## src/rtl/axi_lite_reg_bank_if.sv

```systemverilog
// AXI-Lite bus bundle for axi_lite_reg_bank: write address/data/response and read address/data channels.
interface axi_lite_reg_bank_if #(
  parameter int ADDR_WIDTH = 10,
  parameter int DATA_WIDTH = 32
);
  logic [ADDR_WIDTH-1:0]   AWADDR;
  logic [2:0]              AWPROT;
  logic                    AWVALID;
  logic                    AWREADY;
  logic [DATA_WIDTH-1:0]   WDATA;
  logic [DATA_WIDTH/8-1:0] WSTRB;
  logic                    WVALID;
  logic                    WREADY;
  logic [1:0]              BRESP;
  logic                    BVALID;
  logic                    BREADY;
  logic [ADDR_WIDTH-1:0]   ARADDR;
  logic [2:0]              ARPROT;
  logic                    ARVALID;
  logic                    ARREADY;
  logic [DATA_WIDTH-1:0]   RDATA;
  logic [1:0]              RRESP;
  logic                    RVALID;
  logic                    RREADY;

  modport master (
    output AWADDR, AWPROT, AWVALID, WDATA, WSTRB, WVALID, BREADY,
    output ARADDR, ARPROT, ARVALID, RREADY,
    input  AWREADY, WREADY, BRESP, BVALID, ARREADY, RDATA, RRESP, RVALID
  );

  modport slave (
    input  AWADDR, AWPROT, AWVALID, WDATA, WSTRB, WVALID, BREADY,
    input  ARADDR, ARPROT, ARVALID, RREADY,
    output AWREADY, WREADY, BRESP, BVALID, ARREADY, RDATA, RRESP, RVALID
  );
endinterface

```

## src/rtl/axi_lite_reg_bank.sv

```systemverilog
// AXI-Lite slave register bank with byte strobes and write pulses.
// Define AXI_LITE_REG_SLVERR_EN to answer out-of-range accesses with SLVERR instead of OKAY.
module axi_lite_reg_bank #(
  parameter int ADDR_WIDTH = 10,
  parameter int DATA_WIDTH = 32,
  parameter int NUM_REGS   = 8
) (
  input  logic                           ACLK,
  input  logic                           ARESET,
  axi_lite_reg_bank_if.slave             s_axi,
  output logic [NUM_REGS*DATA_WIDTH-1:0] reg_out,
  output logic [NUM_REGS-1:0]            reg_wr
);
  localparam int IDX_W  = ADDR_WIDTH - 2;
  localparam int STRB_W = DATA_WIDTH / 8;
  localparam logic [1:0] RESP_OKAY = 2'b00;
`ifdef AXI_LITE_REG_SLVERR_EN
  localparam logic [1:0] RESP_OOR = 2'b10;
`else
  localparam logic [1:0] RESP_OOR = 2'b00;
`endif

  typedef enum logic {R_IDLE, R_DATA} r_state_t;

  logic                  r_ready_en;
  logic                  r_aw_held;
  logic                  r_w_held;
  logic [IDX_W-1:0]      r_aw_idx;
  logic [DATA_WIDTH-1:0] r_wdata;
  logic [STRB_W-1:0]     r_wstrb;
  logic                  r_bvalid;
  logic [1:0]            r_bresp;
  r_state_t              r_state;
  r_state_t              w_state_next;
  logic [DATA_WIDTH-1:0] r_rdata;
  logic [1:0]            r_rresp;

  logic                  w_aw_ready;
  logic                  w_w_ready;
  logic                  w_ar_ready;
  logic                  w_rvalid;
  logic                  w_commit;
  logic                  w_aw_in_range;
  logic                  w_ar_in_range;
  logic [IDX_W-1:0]      w_ar_idx;
  logic [DATA_WIDTH-1:0] w_rd_word;
  logic                  w_unused;

  assign w_unused = ^{s_axi.AWPROT, s_axi.ARPROT, s_axi.AWADDR[1:0], s_axi.ARADDR[1:0]};

  // r_ready_en keeps every READY low until the first edge after reset release.
  assign w_aw_ready    = r_ready_en && !r_aw_held && !r_bvalid;
  assign w_w_ready     = r_ready_en && !r_w_held && !r_bvalid;
  assign w_commit      = r_aw_held && r_w_held;
  assign w_aw_in_range = ({1'b0, r_aw_idx} < (IDX_W+1)'(NUM_REGS));
  assign w_ar_idx      = s_axi.ARADDR[ADDR_WIDTH-1:2];
  assign w_ar_in_range = ({1'b0, w_ar_idx} < (IDX_W+1)'(NUM_REGS));

  always_ff @(posedge ACLK or posedge ARESET) begin
    if (ARESET) begin
      r_ready_en <= 1'b0;
      r_aw_held  <= 1'b0;
      r_w_held   <= 1'b0;
      r_aw_idx   <= '0;
      r_wdata    <= '0;
      r_wstrb    <= '0;
      r_bvalid   <= 1'b0;
      r_bresp    <= RESP_OKAY;
    end else begin
      r_ready_en <= 1'b1;
      if (w_commit) begin
        r_aw_held <= 1'b0;
        r_w_held  <= 1'b0;
        r_bvalid  <= 1'b1;
        r_bresp   <= w_aw_in_range ? RESP_OKAY : RESP_OOR;
      end else if (r_bvalid && s_axi.BREADY) begin
        r_bvalid <= 1'b0;
      end
      if (s_axi.AWVALID && w_aw_ready) begin
        r_aw_held <= 1'b1;
        r_aw_idx  <= s_axi.AWADDR[ADDR_WIDTH-1:2];
      end
      if (s_axi.WVALID && w_w_ready) begin
        r_w_held <= 1'b1;
        r_wdata  <= s_axi.WDATA;
        r_wstrb  <= s_axi.WSTRB;
      end
    end
  end

  // Out-of-range indices never match any slot, so they modify nothing and pulse nothing.
  genvar gi;
  generate
    for (gi = 0; gi < NUM_REGS; gi++) begin : g_reg
      logic                  w_hit;
      logic                  r_wr;
      logic [DATA_WIDTH-1:0] r_word;

      assign w_hit = w_commit && (r_aw_idx == IDX_W'(gi));

      always_ff @(posedge ACLK or posedge ARESET) begin
        if (ARESET) begin
          r_word <= '0;
          r_wr   <= 1'b0;
        end else begin
          r_wr <= w_hit;
          for (int b = 0; b < STRB_W; b++) begin
            if (w_hit && r_wstrb[b]) begin
              r_word[8*b +: 8] <= r_wdata[8*b +: 8];
            end
          end
        end
      end

      assign reg_out[DATA_WIDTH*gi +: DATA_WIDTH] = r_word;
      assign reg_wr[gi] = r_wr;
    end
  endgenerate

  always_comb begin
    w_rd_word = '0;
    for (int i = 0; i < NUM_REGS; i++) begin
      if (w_ar_idx == IDX_W'(i)) begin
        w_rd_word = reg_out[DATA_WIDTH*i +: DATA_WIDTH];
      end
    end
  end

  always_ff @(posedge ACLK or posedge ARESET) begin
    if (ARESET) begin
      r_state <= R_IDLE;
    end else begin
      r_state <= w_state_next;
    end
  end

  always_comb begin
    w_state_next = r_state;
    case (r_state)
      R_IDLE:  if (s_axi.ARVALID && w_ar_ready) w_state_next = R_DATA;
      R_DATA:  if (s_axi.RREADY) w_state_next = R_IDLE;
      default: w_state_next = R_IDLE;
    endcase
  end

  always_comb begin
    w_ar_ready = r_ready_en && (r_state == R_IDLE);
    w_rvalid   = (r_state == R_DATA);
  end

  // Sampling reg_out here yields the pre-write value when a commit lands on the same edge.
  always_ff @(posedge ACLK or posedge ARESET) begin
    if (ARESET) begin
      r_rdata <= '0;
      r_rresp <= RESP_OKAY;
    end else if (s_axi.ARVALID && w_ar_ready) begin
      r_rdata <= w_rd_word;
      r_rresp <= w_ar_in_range ? RESP_OKAY : RESP_OOR;
    end
  end

  assign s_axi.AWREADY = w_aw_ready;
  assign s_axi.WREADY  = w_w_ready;
  assign s_axi.BVALID  = r_bvalid;
  assign s_axi.BRESP   = r_bresp;
  assign s_axi.ARREADY = w_ar_ready;
  assign s_axi.RVALID  = w_rvalid;
  assign s_axi.RDATA   = r_rdata;
  assign s_axi.RRESP   = r_rresp;
endmodule

```

## src/flat_wrapper.sv

```systemverilog
// flat-port wrapper written by rule: the top's interface ports become plain ports
module axi_lite_reg_bank_flat 
#(
  parameter int ADDR_WIDTH = 10,
  parameter int DATA_WIDTH = 32,
  parameter int NUM_REGS   = 8
)
  (ACLK, ARESET, reg_out, reg_wr, s_axi_AWADDR, s_axi_AWPROT, s_axi_AWVALID, s_axi_WDATA, s_axi_WSTRB, s_axi_WVALID, s_axi_BREADY, s_axi_ARADDR, s_axi_ARPROT, s_axi_ARVALID, s_axi_RREADY, s_axi_AWREADY, s_axi_WREADY, s_axi_BRESP, s_axi_BVALID, s_axi_ARREADY, s_axi_RDATA, s_axi_RRESP, s_axi_RVALID);
  axi_lite_reg_bank_if #(.ADDR_WIDTH(ADDR_WIDTH), .DATA_WIDTH(DATA_WIDTH)) s_axi_i ();
  input  logic ACLK;
  input  logic ARESET;
  output logic [NUM_REGS*DATA_WIDTH-1:0] reg_out;
  output logic [NUM_REGS-1:0] reg_wr;
  input wire logic [$bits(s_axi_i.AWADDR)-1:0] s_axi_AWADDR;
  input wire logic [$bits(s_axi_i.AWPROT)-1:0] s_axi_AWPROT;
  input wire logic [$bits(s_axi_i.AWVALID)-1:0] s_axi_AWVALID;
  input wire logic [$bits(s_axi_i.WDATA)-1:0] s_axi_WDATA;
  input wire logic [$bits(s_axi_i.WSTRB)-1:0] s_axi_WSTRB;
  input wire logic [$bits(s_axi_i.WVALID)-1:0] s_axi_WVALID;
  input wire logic [$bits(s_axi_i.BREADY)-1:0] s_axi_BREADY;
  input wire logic [$bits(s_axi_i.ARADDR)-1:0] s_axi_ARADDR;
  input wire logic [$bits(s_axi_i.ARPROT)-1:0] s_axi_ARPROT;
  input wire logic [$bits(s_axi_i.ARVALID)-1:0] s_axi_ARVALID;
  input wire logic [$bits(s_axi_i.RREADY)-1:0] s_axi_RREADY;
  output wire logic [$bits(s_axi_i.AWREADY)-1:0] s_axi_AWREADY;
  output wire logic [$bits(s_axi_i.WREADY)-1:0] s_axi_WREADY;
  output wire logic [$bits(s_axi_i.BRESP)-1:0] s_axi_BRESP;
  output wire logic [$bits(s_axi_i.BVALID)-1:0] s_axi_BVALID;
  output wire logic [$bits(s_axi_i.ARREADY)-1:0] s_axi_ARREADY;
  output wire logic [$bits(s_axi_i.RDATA)-1:0] s_axi_RDATA;
  output wire logic [$bits(s_axi_i.RRESP)-1:0] s_axi_RRESP;
  output wire logic [$bits(s_axi_i.RVALID)-1:0] s_axi_RVALID;
  assign s_axi_i.AWADDR = s_axi_AWADDR;
  assign s_axi_i.AWPROT = s_axi_AWPROT;
  assign s_axi_i.AWVALID = s_axi_AWVALID;
  assign s_axi_i.WDATA = s_axi_WDATA;
  assign s_axi_i.WSTRB = s_axi_WSTRB;
  assign s_axi_i.WVALID = s_axi_WVALID;
  assign s_axi_i.BREADY = s_axi_BREADY;
  assign s_axi_i.ARADDR = s_axi_ARADDR;
  assign s_axi_i.ARPROT = s_axi_ARPROT;
  assign s_axi_i.ARVALID = s_axi_ARVALID;
  assign s_axi_i.RREADY = s_axi_RREADY;
  assign s_axi_AWREADY = s_axi_i.AWREADY;
  assign s_axi_WREADY = s_axi_i.WREADY;
  assign s_axi_BRESP = s_axi_i.BRESP;
  assign s_axi_BVALID = s_axi_i.BVALID;
  assign s_axi_ARREADY = s_axi_i.ARREADY;
  assign s_axi_RDATA = s_axi_i.RDATA;
  assign s_axi_RRESP = s_axi_i.RRESP;
  assign s_axi_RVALID = s_axi_i.RVALID;
  axi_lite_reg_bank #(.ADDR_WIDTH(ADDR_WIDTH), .DATA_WIDTH(DATA_WIDTH), .NUM_REGS(NUM_REGS)) u_core (.ACLK(ACLK), .ARESET(ARESET), .s_axi(s_axi_i), .reg_out(reg_out), .reg_wr(reg_wr));
endmodule
```

## config.mk

```make
export PLATFORM = sky130hd
export DESIGN_NAME = axi_lite_reg_bank_flat
export DESIGN_NICKNAME = d
export VERILOG_FILES = /design/src/rtl/axi_lite_reg_bank_if.sv /design/src/rtl/axi_lite_reg_bank.sv /design/src/flat_wrapper.sv
export SDC_FILE = /design/constraint.sdc
export NUM_CORES = 1
export LEC_CHECK = 0
export BUFFER_PORTS_ARGS = -buffer_cell sky130_fd_sc_hd__clkbuf_2
export CORE_MARGIN = 2
export CORE_UTILIZATION = 55
export CTS_CLUSTER_DIAMETER = 60
export DETAILED_ROUTE_END_ITERATION = 6
export PLACE_DENSITY = 0.82
export SYNTH_ARGS = -nofsm -noshare
export SYNTH_HDL_FRONTEND = slang
export SYNTH_SLANG_ARGS = --single-unit
export TNS_END_PERCENT = 100
```

## constraint.sdc

```tcl
create_clock -name ACLK -period 19.9 [get_ports ACLK]
set_input_delay 1.99 -clock ACLK [delete_from_list [all_inputs] [get_ports ACLK]]
set_output_delay 1.99 -clock ACLK [all_outputs]
set_load 0.01 [all_outputs]
```

Word-level counts from Yosys, hierarchy flattened. Cells that the tools add are included.

Register bits after elaboration: 345. Bits of input ports: 69. Output and inout port bits: 305. Word-level logic and storage cells: 138.

Equal/unequal tests: 14. Multiplexer cells: 16. Bitwise gates (word level): 1. Reductions and logical operators: 58.

Operator list (number): 32-bit 2-to-1 mux (8); 8-bit by 3-bit equality test with 1-bit output (second input constant) (8); 1-bit logical AND (50); 8-bit by 2-bit equality test with 1-bit output (second input constant) (4); 8-bit by 1-bit equality test with 1-bit output (second input constant) (2); 8-bit logical NOT (2); 1-bit 2-to-1 mux (7); 2-bit nonzero test (3); 1-bit logical NOT (3); 1-bit one-hot mux with 2 select lines (1); 1-bit inverter (1).

Depth between registers and ports, before layout.
Depth in word-level cells: 9. Mapped depth: 7. Mapped depth without buffers: 4.

Worst setup path before layout. No wires, ideal clock.

Kind: in2reg. From: in s_axi_ARADDR[3]. To: reg u_core.r_rdata[0], in the netlist u_core.s_axi.RDATA[0]. Library setup time: 0.121 ns. Data arrival time: 3.148 ns. Required time: 19.779 ns. Setup slack: 16.631 ns. Stages: 6. Buffers on the path: 2. Cell sequence: buf_2 buf_2 mux4_2 nand2_1 nand2_1 a22o_1.

Cells in the longest elaborated chain, start to end: 9. Elaborated cells on any way between the ends: 16. Those cells by class: 7 x eq/ne; 8 x mux; 1 x reduce/logical.

Ends and longest elaborated chain: start, declared (line flat_wrapper.sv:21) `input wire logic [$bits(s_axi_i.ARADDR)-1:0] s_axi_ARADDR;`; 8-bit logical NOT (line axi_lite_reg_bank.sv:123) `if (w_ar_idx == IDX_W'(i)) begin`; 32-bit 2-to-1 mux (7 in a row) (line axi_lite_reg_bank.sv:123); 32-bit 2-to-1 mux (*) (line axi_lite_reg_bank.sv:123); end signal, assigned (line axi_lite_reg_bank.sv:157) `r_rdata <= w_rd_word;`; end, declared (line axi_lite_reg_bank.sv:35) `logic [DATA_WIDTH-1:0] r_rdata;`.

Every way passes the cells marked *; elsewhere a longest branch is shown, timed or not. A chain may end at the register's enable or synchronous reset.

==> key figures <==
Synth
  – Mapped Area: approximately 15000 um^2
  – Async S/R FF share, synth: 1.00
  – Syn_area_per_cell: 14.4 um^2
  – Synth warnings: 0
  – Dominant cell type by area after synthesis: dfrtp_1
  – Cells after Synth: 1060
  – Synth Flop Type: dfrtp_1
  – Synth area leaders: dfrtp_1 57%, mux2_2 24%, mux2i_1 3.9%
  – Post-synth top area share: 0.568
  – Count leader, synth: dfrtp_1
  – Post-synthesis cell type count: 48
  – Seq/Total Area, Yosys: 0.568
  – Commonest cells in the netlist: 345 x dfrtp_1, 322 x mux2_2, 60 x mux2i_1, 58 x o21ai_0, 41 x nand2_1
  – Flops & latches, synth: approximately 350
  – Post-synth EDFFs: 0

Clock network
  – Clock slew at reported path FFs: approximately 0.06 ns
  – Post-CTS Hold Fix Bufs: 0
  – Post-CTS Resized: 0
  – Clock root cell: clkbuf_16
  – Setup bufs post-CTS: 0
  – Max H-tree Level: 2
  – CTS tree: built
  – Clk buf depth: 3
  – # clock sinks: roughly 350
  – Num CTS Buffers: 38
  – Clk Latency, worst-skew pair: around 0.52 ns

STA
  – Slew headroom: 0.333
  – Hold Vio Cnt, Final: 0
  – Unrepaired setup endpoints after global routing: false
  – Final Setup Violations: 0
  – Crit share post-route: 0.203
  – Max-slew violation count: 0
  – Setup_tns: 0 ns
  – Max Clock Freq: about 250 MHz
  – Setup slack after layout: between 15 and 20 ns
  – Worst-Margin Slew: roughly 1.0 ns
  – Clock Skew: 0.0112 ns
  – Period minus WS final: just over 4 ns

Place
  – RePlAce Congestion: ~0.88
  – Post-DP HPWL: about 30000 um
  – Pre-CTS setup slack: about 15 ns
  – Number of port buffers: 359
  – Placed cells: approximately 1700

Final layout
  – Nets@finish: approximately 1500
  – Layout cells sized above 1: 0.572
  – Final non-filler cell total: approximately 1800
  – Area grow syn2layout: 21.6%

Global route
  – First-pass GRT wire length: about 66000 um
  – Initial antenna violation count: 1
  – Largest net degree at the start of global routing: around 140
  – Gr usage total: 0.305
  – Gr ovfl total: 0
  – Vias in the first global route: roughly 11000

Detailed routing
  – Residual DRC count: 0
  – Top layer in use: met4
  – Met2 WL: around 22000 um
  – Routed WL: between 40000 and 50000 um
  – DRC marker count from the first detailed-route iteration: 763
  – Met3 routed WL: 3770 um
  – TritonRoute pass-1 iters: 7
  – Via density: ~6.0
  – Vias post-DR: 10700
  – Met1 WL: approximately 18000 um
  – Routed len/inst: 24.9 um
  – Routed Antenna Nets: 0

Pwr
  – PD cells: 104 nW/um^2
  – Worst IR Drop VDD: 0.0813 mV
  – LEAKAGE: between 9 and 10 nW

Floorplanning
  – Starting Density: 0.563
  – Die W: around 170 um
  – Die height: 170 um
  – Core ar.: approximately 27000 um^2
  – Die area: 29000 um^2
  – Cell row count: 60
  – # IOs: between 300 and 400

Status
  – Outcome: completed

Setup path
  – WP data required: 20.39 ns
  – Type of the worst setup path: in -> async
  – CP Capture Type: asynchronous set/reset pin
  – Reg2reg end: u_core.g_reg[2].r_word[19]$_DFFE_PP0P_
  – Largest fanout on the critical path: about 140
  – Worst reg-to-reg path cell count: 4
  – Startpoint types: primary input
  – R2R Setup Slk: ~17 ns
  – Worst EP arrival: around 4.5 ns
  – Worst r2r src: u_core.r_w_held$_DFFE_PP0P_
  – Critical Path Source: ARESET

Job
  – Max-cap violations: 0

Worst hold path
  – Min-delay src: u_core.s_axi.RDATA[30]$_DFFE_PP0P_
  – Worst hold endpoint: u_core.s_axi.RDATA[30]$_DFFE_PP0P_
  – Hold-critical path depth: 2
  – Hold crit path type: reg -> reg
-- how the worst max path moves through the flow --
| stage | endpoint | slack (ns) | cells after the start |
|---|---|---|---|
| floorplan | u_core.g_reg[0].r_word[0]$_DFFE_PP0P_ | 8.34 | 1 |
| global placement | u_core.g_reg[4].r_word[17]$_DFFE_PP0P_ | 15.27 | 4 |
| detailed placement | u_core.g_reg[4].r_word[18]$_DFFE_PP0P_ | 15.21 | 4 |
| CTS | u_core.g_reg[4].r_word[18]$_DFFE_PP0P_ | 15.75 | 4 |
| global route | u_core.g_reg[6].r_word[18]$_DFFE_PP0P_ | 15.36 | 4 |
| finish | u_core.g_reg[6].r_word[18]$_DFFE_PP0P_ | 15.85 | 4 |
-- sequential cells by signal (all words and copies together), names as in the netlist --
signal               flops
u_core.r_aw_idx          8
u_core.r_ready_en        1
u_core.s_axi.BVALID      1
u_core.r_wdata          32
u_core.g.r_word        256
u_core.g.r_wr            8
u_core.s_axi.RDATA      32
u_core.r_aw_held         1
u_core.r_w_held          1
u_core.s_axi.RVALID      1
u_core.r_wstrb           4
-- area by class of cell --
class / instances / area, um^2
well taps: 341 / 427
clock inverters: 11 / 136
fillers: 1990 / 8520
diodes: 1 / 2.50
multi-input cells: 642 / 6210
inverters: 8 / 37.5
flip-flops and latches: 345 / 8630
clock buffers: 59 / 1160
repair buffers: 371 / 1890
-- report_power, final --
part / switching, mW / internal (mW) / total [mW]
Sequential: 0.132 / 0.787 / 0.919
Clock: 0.278 / 0.442 / 0.720
Combinational: 0.146 / 0.132 / 0.278
Total: 0.555 / 1.36 / 1.92
-- metal layers --
layer / up-vias / GRT usage
li1: 4594 / -
met1: 5543 / 0.393
met2: 485 / 0.500
met3: 103 / 0.0753
met4: 0 / 0.115
met5: - / 0
-- logic make-up after synthesis --
| family | Yosys count | synth area share |
|---|---|---|
| multiplexers | 391 | 0.289 |
| AO/OA/AOI/OAI | 130 | 0.0619 |
| buffers and inverters | 76 | 0.0262 |
| flip-flops | 345 | 0.568 |
| AND/OR/NAND/NOR | 116 | 0.0549 |
| other | 2 | 0.000494 |
-- worst max-delay path, stage by stage --
cell	delay (ns)
clkbuf_2	0.13
inv_8	0.64
buf_4	0.74
buf_4	0.86
-- metrics by stage --
step / area [um^2] / hold slack [ns] / total power [mW] / util
floorplan: 15200 / 0.487 / 1.08 / -
CTS: 18500 / 0.484 / 1.93 / 0.685
global placement: 17200 / 0.461 / 1.19 / 0.636
global route: 18500 / 0.511 / 1.99 / 0.685
detailed placement: 17200 / 0.470 / 1.21 / 0.636
finish: 18500 / 0.477 / 1.92 / 0.685
-- layout by cell type (no fill, tap or decap), types with 3 or more instances in the layout --
master     instances
conb_1             5
clkbuf_16         41
bufinv_16          3
mux2_2           322
o221ai_1          24
dfrtp_1          345
nand3b_1           3
inv_1              6
and3_1             5
buf_4             13
nand3_1            3
nor2_2             7
clkinv_2           6
clkbuf_1          11
o221a_2           24
nor2_1             7
nor2_8             8
nand3_2            3
clkbuf_8           7
o22ai_1            6
clkbuf_2         358
a22o_1             3
nand4_2            8
a21oi_1            5
nand2_1           41
a2bb2oi_1          4
o21ai_0           58
mux2_1             3
mux2i_1           60
nand2b_1          10
mux4_2             6
Note: power is estimated with default switching activity, not from simulation.
